### src/rtl/icache_refill_ctrl.sv
// Icache miss refill: forwards line-aligned miss addresses to memory (1-cycle latency) and assembles
// in-order beats into lines returned with MSHR ids in request order; every channel is valid/ready.

// Small generic FIFO with occupancy count; no overflow/underflow protection, caller gates push/pop.
module icache_refill_fifo #(
  parameter int W     = 4,
  parameter int DEPTH = 4
) (
  input  logic                   clk,
  input  logic                   rst_n,
  input  logic                   push,
  input  logic [W-1:0]           push_dat,
  input  logic                   pop,
  output logic [W-1:0]           head_dat,
  output logic [$clog2(DEPTH):0] count
);
  localparam int PTR_W = (DEPTH > 1) ? $clog2(DEPTH) : 1;
  localparam logic [PTR_W-1:0] LAST_PTR = PTR_W'(DEPTH - 1);

  logic [W-1:0]           mem_q [DEPTH];
  logic [W-1:0]           mem_d [DEPTH];
  logic [PTR_W-1:0]       wr_ptr_q, wr_ptr_d, rd_ptr_q, rd_ptr_d;
  logic [$clog2(DEPTH):0] cnt_q, cnt_d;

  always_comb begin
    mem_d    = mem_q;
    wr_ptr_d = wr_ptr_q;
    rd_ptr_d = rd_ptr_q;
    cnt_d    = cnt_q;
    if (push) begin
      mem_d[wr_ptr_q] = push_dat;
      wr_ptr_d        = (wr_ptr_q == LAST_PTR) ? '0 : wr_ptr_q + 1'b1;
    end
    if (pop) begin
      rd_ptr_d = (rd_ptr_q == LAST_PTR) ? '0 : rd_ptr_q + 1'b1;
    end
    case ({push, pop})
      2'b10:   cnt_d = cnt_q + 1'b1;
      2'b01:   cnt_d = cnt_q - 1'b1;
      default: cnt_d = cnt_q;
    endcase
  end

  // Storage needs no reset: entries are only read once the count says they were written.
  always_ff @(posedge clk) begin
    mem_q <= mem_d;
  end

  always_ff @(posedge clk or negedge rst_n) begin
    if (!rst_n) begin
      wr_ptr_q <= '0;
      rd_ptr_q <= '0;
      cnt_q    <= '0;
    end else begin
      wr_ptr_q <= wr_ptr_d;
      rd_ptr_q <= rd_ptr_d;
      cnt_q    <= cnt_d;
    end
  end

  assign head_dat = mem_q[rd_ptr_q];
  assign count    = cnt_q;
endmodule

module icache_refill_ctrl #(
  parameter int ADDR_W = 32,
  parameter int LINE_W = 256,
  parameter int BEAT_W = 64,
  parameter int ID_W   = 4,
  parameter int DEPTH  = 4
) (
  input  logic                   clk,
  input  logic                   rst_n,
  input  logic                   downstream_txreq_vld,
  output logic                   downstream_txreq_rdy,
  input  logic [ADDR_W-1:0]      downstream_txreq_pld,
  input  logic [ID_W-1:0]        downstream_txreq_entry_id,
  output logic                   downstream_rxdat_vld,
  input  logic                   downstream_rxdat_rdy,
  output logic [LINE_W-1:0]      downstream_rxdat_pld,
  output logic [ID_W-1:0]        downstream_rxdat_entry_id,
  output logic                   mem_req_vld,
  input  logic                   mem_req_rdy,
  output logic [ADDR_W-1:0]      mem_req_addr,
  input  logic                   mem_rsp_vld,
  output logic                   mem_rsp_rdy,
  input  logic [BEAT_W-1:0]      mem_rsp_data,
  output logic [$clog2(DEPTH):0] outstanding_cnt,
  output logic                   err_unexp_rsp
);
  localparam int BEATS = LINE_W / BEAT_W;
  localparam int OFF_W = $clog2(LINE_W / 8);
  localparam int BCW   = (BEATS > 1) ? $clog2(BEATS) : 1;
  localparam int CNT_W = $clog2(DEPTH) + 1;
  localparam logic [BCW-1:0]    LAST_BEAT = BCW'(BEATS - 1);
  localparam logic [CNT_W-1:0]  DEPTH_CNT = CNT_W'(DEPTH);
  localparam logic [ADDR_W-1:0] LINE_MASK = ~((ADDR_W'(1) << OFF_W) - ADDR_W'(1));

  typedef enum logic {REQ_IDLE, REQ_PEND} req_state_e;
  typedef enum logic {RSP_FILL, RSP_HOLD} rsp_state_e;

  req_state_e        req_state_q, req_state_d;
  rsp_state_e        rsp_state_q, rsp_state_d;
  logic [ADDR_W-1:0] mem_req_addr_q, mem_req_addr_d;
  logic [BCW-1:0]    beat_cnt_q, beat_cnt_d;
  logic [LINE_W-1:0] line_q, line_d;
  logic [ID_W-1:0]   rx_id_q, rx_id_d;
  logic              err_q, err_d;

  logic              txreq_hs, mem_req_hs, rsp_hs, rxdat_hs, rsp_drop, fifo_pop;
  logic [ID_W-1:0]   fifo_head;
  logic [CNT_W-1:0]  fifo_cnt;

  assign downstream_txreq_rdy = (req_state_q == REQ_IDLE) && (fifo_cnt < DEPTH_CNT);
  assign mem_req_vld          = (req_state_q == REQ_PEND);
  assign mem_rsp_rdy          = (rsp_state_q == RSP_FILL);
  assign downstream_rxdat_vld = (rsp_state_q == RSP_HOLD);

  assign txreq_hs   = downstream_txreq_vld && downstream_txreq_rdy;
  assign mem_req_hs = mem_req_vld && mem_req_rdy;
  assign rsp_hs     = mem_rsp_vld && mem_rsp_rdy;
  assign rxdat_hs   = downstream_rxdat_vld && downstream_rxdat_rdy;
  // A beat with no id waiting and no line in progress has no owner: drop it.
  assign rsp_drop   = rsp_hs && (fifo_cnt == '0) && (beat_cnt_q == '0);
  assign fifo_pop   = rsp_hs && !rsp_drop && (beat_cnt_q == LAST_BEAT);

  icache_refill_fifo #(.W(ID_W), .DEPTH(DEPTH)) u_id_fifo (
    .clk      (clk),
    .rst_n    (rst_n),
    .push     (txreq_hs),
    .push_dat (downstream_txreq_entry_id),
    .pop      (fifo_pop),
    .head_dat (fifo_head),
    .count    (fifo_cnt)
  );

  always_comb begin
    req_state_d    = req_state_q;
    mem_req_addr_d = mem_req_addr_q;
    case (req_state_q)
      REQ_IDLE: if (txreq_hs) begin
        req_state_d    = REQ_PEND;
        mem_req_addr_d = downstream_txreq_pld & LINE_MASK;
      end
      REQ_PEND: if (mem_req_hs) req_state_d = REQ_IDLE;
      default:  req_state_d = REQ_IDLE;
    endcase
  end

  always_comb begin
    rsp_state_d = rsp_state_q;
    beat_cnt_d  = beat_cnt_q;
    line_d      = line_q;
    rx_id_d     = rx_id_q;
    err_d       = err_q | rsp_drop;
    case (rsp_state_q)
      RSP_FILL: if (rsp_hs && !rsp_drop) begin
        for (int b = 0; b < BEATS; b++) begin
          if (beat_cnt_q == BCW'(b)) line_d[b*BEAT_W +: BEAT_W] = mem_rsp_data;
        end
        if (beat_cnt_q == LAST_BEAT) begin
          beat_cnt_d  = '0;
          rx_id_d     = fifo_head;
          rsp_state_d = RSP_HOLD;
        end else begin
          beat_cnt_d = beat_cnt_q + 1'b1;
        end
      end
      RSP_HOLD: if (rxdat_hs) rsp_state_d = RSP_FILL;
      default:  rsp_state_d = RSP_FILL;
    endcase
  end

  always_ff @(posedge clk or negedge rst_n) begin
    if (!rst_n) begin
      req_state_q    <= REQ_IDLE;
      rsp_state_q    <= RSP_FILL;
      mem_req_addr_q <= '0;
      beat_cnt_q     <= '0;
      line_q         <= '0;
      rx_id_q        <= '0;
      err_q          <= 1'b0;
    end else begin
      req_state_q    <= req_state_d;
      rsp_state_q    <= rsp_state_d;
      mem_req_addr_q <= mem_req_addr_d;
      beat_cnt_q     <= beat_cnt_d;
      line_q         <= line_d;
      rx_id_q        <= rx_id_d;
      err_q          <= err_d;
    end
  end

  assign mem_req_addr              = mem_req_addr_q;
  assign downstream_rxdat_pld      = line_q;
  assign downstream_rxdat_entry_id = rx_id_q;
  assign outstanding_cnt           = fifo_cnt;
  assign err_unexp_rsp             = err_q;
endmodule

### config.mk
export PLATFORM = sky130hd
export DESIGN_NAME = icache_refill_ctrl
export DESIGN_NICKNAME = d
export VERILOG_FILES = /design/src/rtl/icache_refill_ctrl.sv
export SDC_FILE = /design/constraint.sdc
export NUM_CORES = 1
export LEC_CHECK = 0
export CORE_ASPECT_RATIO = 1.75
export CORE_MARGIN = 8
export CORE_UTILIZATION = 45
export CTS_BUF_LIST = sky130_fd_sc_hd__clkbuf_16
export CTS_CLUSTER_SIZE = 16
export DETAILED_ROUTE_END_ITERATION = 12
export GPL_TIMING_DRIVEN = 0
export PLACE_DENSITY = 0.85
export REMOVE_ABC_BUFFERS = 1
export SLEW_MARGIN = 40
export SYNTH_ARGS = -nofsm -noshare
export SYNTH_HDL_FRONTEND = slang
export SYNTH_SLANG_ARGS = --single-unit
### constraint.sdc
create_clock -name clk -period 2.97 [get_ports clk]
set_clock_uncertainty 0.05 [all_clocks]
set_input_delay 0.594 -clock clk [delete_from_list [all_inputs] [get_ports clk]]
set_output_delay 0.594 -clock clk [all_outputs]
set_load 0.05 [all_outputs]
==> reports/results.ini, run 1 <==
[outcome]
outcome = finished clean

[synth]
yosys-mux-area-fraction_pct = 31.4
yosys.area_share.simple_pct = 1.00
synth_adder_area_share_pct = 1.12
synth_compound_area_share_pct = 0.290
synth_cells = 700
avgSynthCellArea_um2 = 18.5
seq_area_frac_synth_pct = 61.4
synthXorXnorAreaFrac_pct = 0.203
ys_types = 28
synth-seq-cells = 315
synth_area_um2 = 13000
yosys_warnings = 0
synth_top_family_by_area = multiplexers

[global_route]
overflow = 0
grt_pass1_wl_mm = 54.0
grt_max_degree = 73
grt_pass1_vias = 8812
antenna_found_initial = 2
grtUsageTotal_pct = 20.4

[cells_and_area]
fill_cells = 2068
instances_no_fill = 1563
syn_to_final_growth_pct = 42.7
final_nets = 1277
layout-drive-gt1-share_pct = 29.7
final_cell_mix = clkdlybuf4s50_1 (394), dfrtp_1 (299), mux2_4 (188)
finish.utilization_pct = 64.9
layout_commonest_cell = clkdlybuf4s50_1

[setup_path]
arrival_ns = 3.22
critPathRequiredTime_ns = 3.36
crit_fanout = 8
crit_path_end_kind = register
crit_type = reg -> reg
startpoint_type = register

[timing]
worstMarginPinSlew_ns = 0.604
setup_viol = 0
fmax_ghz = 0.353
slew_headroom_pct = 59.6
setup_tns_ns = 0
final.period_utilization_pct = 95.3
fin_crit_ns = 2.83
hold_viol = 0
drv_slew = 0

[clock_tree]
tritoncts = built
cts_sinks = 315
ctsLongestPathBuffers = 3
clk_latency_ns = 0.55
cts_made_buffers = 29
path_clk_slew_ns = 0.07
htree_num_levels = 1
clockRootBuffer = clkbuf_16

[detailed_routing]
via_count = 7640
drt_iter0_drc = 212
wl_mm = 35.8
routedWlPerCell_um = 22.9
drt_first_pass_iters = 4
ant_nets = 0
drc_errors = 0
via_per_inst = 4.89

[hold_path]
hp-class = reg -> reg

[floorplan]
ioPinCount = 406
initial_core_util_pct = 45.4
row_count = 82
core_area_um2 = 28500
die_w_um = 144
die_h_um = 241
dieArea_um2 = 34700

[placement]
hpwl_mm = 27.8
dp.cells = 1498
numPortBuffers = 395
globalplace.congestion = 0.794

[run]
drv_cap = 0

==> timing repair <==
action	in CTS	in global routing
hold endpoints to repair	70	0
gates cloned	0	0
setup buffers	5	6
setup endpoints to repair	40	28
pin swaps	3	2
hold buffers	1	0
resized for setup	2	1
==> cell families (layout without fill, tap and decap cells) <==
| kind of cell | count (synthesis) | count (layout) |
|---|---|---|
| DFF | 315 | 315 |
| muxes | 295 | 295 |
| buffers and inverters | 49 | 528 |
| and+or+nand+nor | 20 | 20 |
| adders and majority gates | 11 | 11 |
| AOI/OAI and AO/OA | 6 | 6 |
| xor gates and xnor gates | 3 | 3 |
| other | 1 | 7 |
==> synthesized netlist by cell type <==
library cell	instances	area, um^2
a41o_1	1	10.0
and2_1	4	25.0
buf_1	1	3.75
buf_12	19	380
buf_2	4	20.0
buf_4	5	37.5
buf_6	9	101
clkbuf_1	1	3.75
conb_1	1	3.75
dfrtp_1	299	7480
edfxtp_1	16	480
fa_1	1	20.0
ha_1	10	125
inv_1	10	37.5
mux2_1	60	676
mux2_2	43	484
mux2_4	188	2820
mux4_2	4	90.1
nand2_1	3	11.3
nor2_1	5	18.8
nor3_1	1	5.00
nor3b_1	2	15.0
nor4b_2	1	15.0
nor4bb_1	4	40.0
o21ai_0	4	20.0
o21bai_1	1	7.51
xnor2_1	1	8.76
xor2_1	2	17.5
==> path summary, 6_finish.rpt <==
kind	startpoint	endpoint	slack [ns]	depth (start not counted)
max	u_id_fifo.count[2]	downstream_rxdat_pld[63]	0.14	9
min	err_unexp_rsp	err_unexp_rsp	0.42	1
max reg2reg	u_id_fifo.count[2]	downstream_rxdat_pld[63]	0.14	9
min reg2reg	err_unexp_rsp	err_unexp_rsp	0.42	1
max in group asynchronous	rst_n	downstream_rxdat_pld[148]	1.25	4
min in group asynchronous	rst_n	downstream_rxdat_pld[41]	0.57	2
==> routing by layer <==
layer	vias to the layer above	global-route usage (%)	part of all wire, %
li1	3379	-	-
met1	3896	21.2	34
met4	0	10.5	4.6
met3	86	4.57	6.5
met2	279	37.5	55
met5	-	0	0
==> flip-flops by register name (all words and copies together) (netlist names) <==
| name | cells |
|---|---|
| beat_cnt_q | 2 |
| downstream_rxdat_entry_id | 4 |
| downstream_rxdat_pld | 256 |
| downstream_rxdat_vld | 1 |
| err_unexp_rsp | 1 |
| mem_req_addr | 27 |
| mem_req_vld | 1 |
| u_id_fifo.count | 3 |
| u_id_fifo.mem_q | 16 |
| u_id_fifo.rd_ptr_q | 2 |
| u_id_fifo.wr_ptr_q | 2 |
==> critical path, stage by stage (launching register included) <==
cell and delay, ns:
dfrtp_1 0.54, nor3_1 0.17, nor4bb_4 0.45, buf_4 0.26, buf_6 0.15, buf_4 0.17, buf_4 0.19, buf_4 0.20
buf_4 0.19, mux2_1 0.34
==> layout make-up <==
cell class / instances / area, um^2 / area share (%)
antenna: 2 / 5.00 / 0.0271
clock buffer: 29 / 726 / 3.92
clock inverter: 25 / 193 / 1.04
inverter: 10 / 37.5 / 0.203
multi-input combinational: 340 / 4500 / 24.3
sequential: 315 / 7960 / 43.0
tap: 378 / 473 / 2.56
timing repair buffer: 464 / 4600 / 24.9
==> metrics by stage <==
step           cell area [um^2]  worst slack (ns)  hold WS (ns)
4_1_cts                   18500          0.000183         0.423
5_1_grt                   18500           -0.0189         0.447
3_5_place_dp              17500            -0.712         0.408
2_1_floorplan             12400            -10.78         0.248
3_3_place_gp              16900            -16.97         0.401
6_report                  18500             0.141         0.422
Power of run 1 is left out: the tool's default activity adds up to more than one toggle a clock period on the data nets, which glitch-free logic cannot reach.
==> run 2, diff against run 1 <==
--- a/config.mk
+++ b/config.mk
@@ -11,7 +11,6 @@
 export CTS_BUF_LIST = sky130_fd_sc_hd__clkbuf_16
 export CTS_CLUSTER_SIZE = 16
 export DETAILED_ROUTE_END_ITERATION = 12
-export GPL_TIMING_DRIVEN = 0
 export PLACE_DENSITY = 0.85
 export REMOVE_ABC_BUFFERS = 1
 export SLEW_MARGIN = 40
==> run 2 against run 1 <==
Setup slack improved by 0.043 ns. First-iteration DRC count rose by 9.4%. Die area did not move. Wire length fell by 2.2%. Critical path depth fell by 7. Cell area fell by 2.2%. Cell count fell by 3.3%. Utilization fell by 1.4 points. Fmax rose by 1.6%. Clock-buffer cell count did not move. Via count fell by 2.1%. Highest routed layer unchanged.
==> reports/results.ini, run 2 (same netlist as run 1, synthesis figures left out) <==
[setup_path]
startpoint_type = register  ; unchanged
arrival_ns = 2.14  ; was 3.22 ns
crit_fanout = 7  ; was 8
crit_path_end_kind = output port  ; was register
critPathRequiredTime_ns = 2.33  ; was 3.36 ns
reg2reg_depth = 10  ; was 9
crit_type = reg -> out  ; was reg -> reg

[timing]
worstMarginPinSlew_ns = 0.629  ; was 0.604 ns
slew_headroom_pct = 58.0  ; was 59.6%
setup_viol = 0  ; unchanged
rsz0062_at_grt = no
fmax_ghz = 0.359  ; was 0.353 GHz
hold_viol = 0  ; unchanged
final.period_utilization_pct = 93.8  ; was 95.3%
drv_slew = 0  ; unchanged
fin_crit_ns = 2.79  ; was 2.83 ns
setup_tns_ns = 0  ; unchanged

[clock_tree]
clk_latency_ns = 0.54  ; was 0.55 ns
tritoncts = built  ; unchanged
cts_sinks = 315  ; unchanged
htree_num_levels = 1  ; unchanged
cts_made_buffers = 29  ; unchanged
ctsResizeCount = 0  ; was 2
clockRootBuffer = clkbuf_16  ; unchanged
ctsLongestPathBuffers = 3  ; unchanged
path_clk_slew_ns = 0.06  ; was 0.07 ns
post_cts_buffers = 0  ; was 5

[cells_and_area]
largest_reg_flops = 256  ; unchanged
multi_input_area_um2 = 4500  ; about the same
layout-drive-gt1-share_pct = 26.7  ; was 29.7%
layout_commonest_cell = clkdlybuf4s50_1  ; unchanged
final_nets = 1228  ; was 1277
ff_latch_area_um2 = 7960  ; unchanged
fill_cells = 2048  ; was 2068
syn_to_final_growth_pct = 39.6  ; was 42.7%
final_cell_mix = clkdlybuf4s50_1 (394), dfrtp_1 (299), mux2_4 (188)  ; unchanged

[detailed_routing]
via_per_inst = 4.95  ; was 4.89
drt_first_pass_iters = 4  ; unchanged
drt-met1-wl_mm = 12.1  ; was 12.3 mm
routedWlPerCell_um = 23.2  ; was 22.9 um
wl_mm = 35.0  ; was 35.8 mm
topRoutingLayerUsed = met4  ; unchanged
via_count = 7480  ; was 7640
ant_nets = 0  ; unchanged
drc_errors = 0  ; unchanged
wl_met2_mm = 19.2  ; was 19.5 mm
wl_met3_mm = 2.42  ; was 2.34 mm
drt_iter0_drc = 232  ; was 212

[floorplan]
ioPinCount = 406  ; unchanged
die_h_um = 241  ; unchanged
dieArea_um2 = 34700  ; unchanged
core_area_um2 = 28500  ; unchanged
initial_core_util_pct = 45.4  ; unchanged
die_w_um = 144  ; unchanged
row_count = 82  ; unchanged

[global_route]
grt_max_degree = 72  ; was 73
grt_pass1_vias = 8550  ; was 8812
antenna_found_initial = 1  ; was 2
grtUsageTotal_pct = 20.1  ; was 20.4%
grt_pass1_wl_mm = 53.4  ; was 54.0 mm
overflow = 0  ; unchanged

[outcome]
outcome = finished clean  ; unchanged

[hold_path]
hp-class = reg -> reg  ; unchanged
min_path_cells = 1  ; unchanged

[placement]
hpwl_mm = 25.4  ; was 27.8 mm
numPortBuffers = 395  ; unchanged
globalplace.congestion = 0.839  ; was 0.794

[run]
drv_cap = 0  ; unchanged

-- run 2: cell count changes in the layout (fill, tap and decap cells not counted) --
cell       delta
buf_12       +10
buf_16        -4
buf_2         -2
buf_4        -41
buf_6        -12
bufinv_16     -1
clkinv_1      -1
clkinv_2      +2
diode_2       -1
inv_1         -1
inv_2         +1
inv_6         -1
nor4b_2       +1
nor4b_4       -1
-- run 2: critical path: stages, from the launching register on --
cell	delay, ns
dfrtp_1	0.55
inv_1	0.19
clkdlybuf4s50_1	0.86
-- run 2: layer usage --
metal	vias to the layer above	global-route usage (%)
met3	66	4.49
met4	0	8.59
li1	3281	-
met1	3842	21.5
met5	-	0
met2	291	36.9
-- run 2: repair_timing --
item                                   4_1_cts  5_1_grt
endpoints found under the hold margin       60        0
hold buffers                                 1        0
setup endpoints to repair                    0        0
-- run 2: per-stage QoR --
| stage | hold slack [ns] | instance area (um^2) | cells | util [%] | worst slack, ns |
|---|---|---|---|---|---|
| 4_1_cts | 0.438 | 18100 | 1511 | 63.4 | 0.131 |
| 3_5_place_dp | 0.408 | 17200 | 1457 | 60.3 | 0.246 |
| 5_1_grt | 0.453 | 18100 | 1512 | 63.4 | 0.107 |
| 3_3_place_gp | 0.404 | 17200 | 1457 | 60.3 | 0.259 |
| 2_1_floorplan | 0.248 | 12400 | 665 | - | -10.78 |
| 6_report | 0.433 | 18100 | 1512 | 63.4 | 0.184 |
-- run 2: layout make-up --
cell class,count,area share [%]
Clock buffer,29,4.01
Inverter,10,0.207
Timing Repair Buffer,415,23.4
Antenna cell,1,0.0138
Sequential cell,315,44.0
Multi-Input combinational cell,340,24.8
Clock inverter,24,0.885
Tap cell,378,2.61
-- run 2: worst paths after layout --
kind / slack [ns] / start / to
worst max register to register: 0.44 / beat_cnt_q[0] / u_id_fifo.count[2]
max in group asynchronous: 1.55 / rst_n / downstream_rxdat_pld[209]
worst min register to register: 0.43 / downstream_rxdat_pld[31] / downstream_rxdat_pld[31]
worst max-delay path: 0.18 / downstream_rxdat_vld / mem_rsp_rdy
worst min-delay path: 0.43 / downstream_rxdat_pld[31] / downstream_rxdat_pld[31]
min in group asynchronous: 0.56 / rst_n / downstream_rxdat_pld[41]
Power of run 2 is left out for the same reason.
==> run 3, diff against run 2 <==
--- a/config.mk
+++ b/config.mk
@@ -5,6 +5,7 @@
 export SDC_FILE = /design/constraint.sdc
 export NUM_CORES = 1
 export LEC_CHECK = 0
+export CAP_MARGIN = 40
 export CORE_ASPECT_RATIO = 1.75
 export CORE_MARGIN = 8
 export CORE_UTILIZATION = 45
==> results of run 3 <==
Same layout as run 2: the final DEF is identical, and so are final timing and power.
Power of run 3 is left out for the same reason.
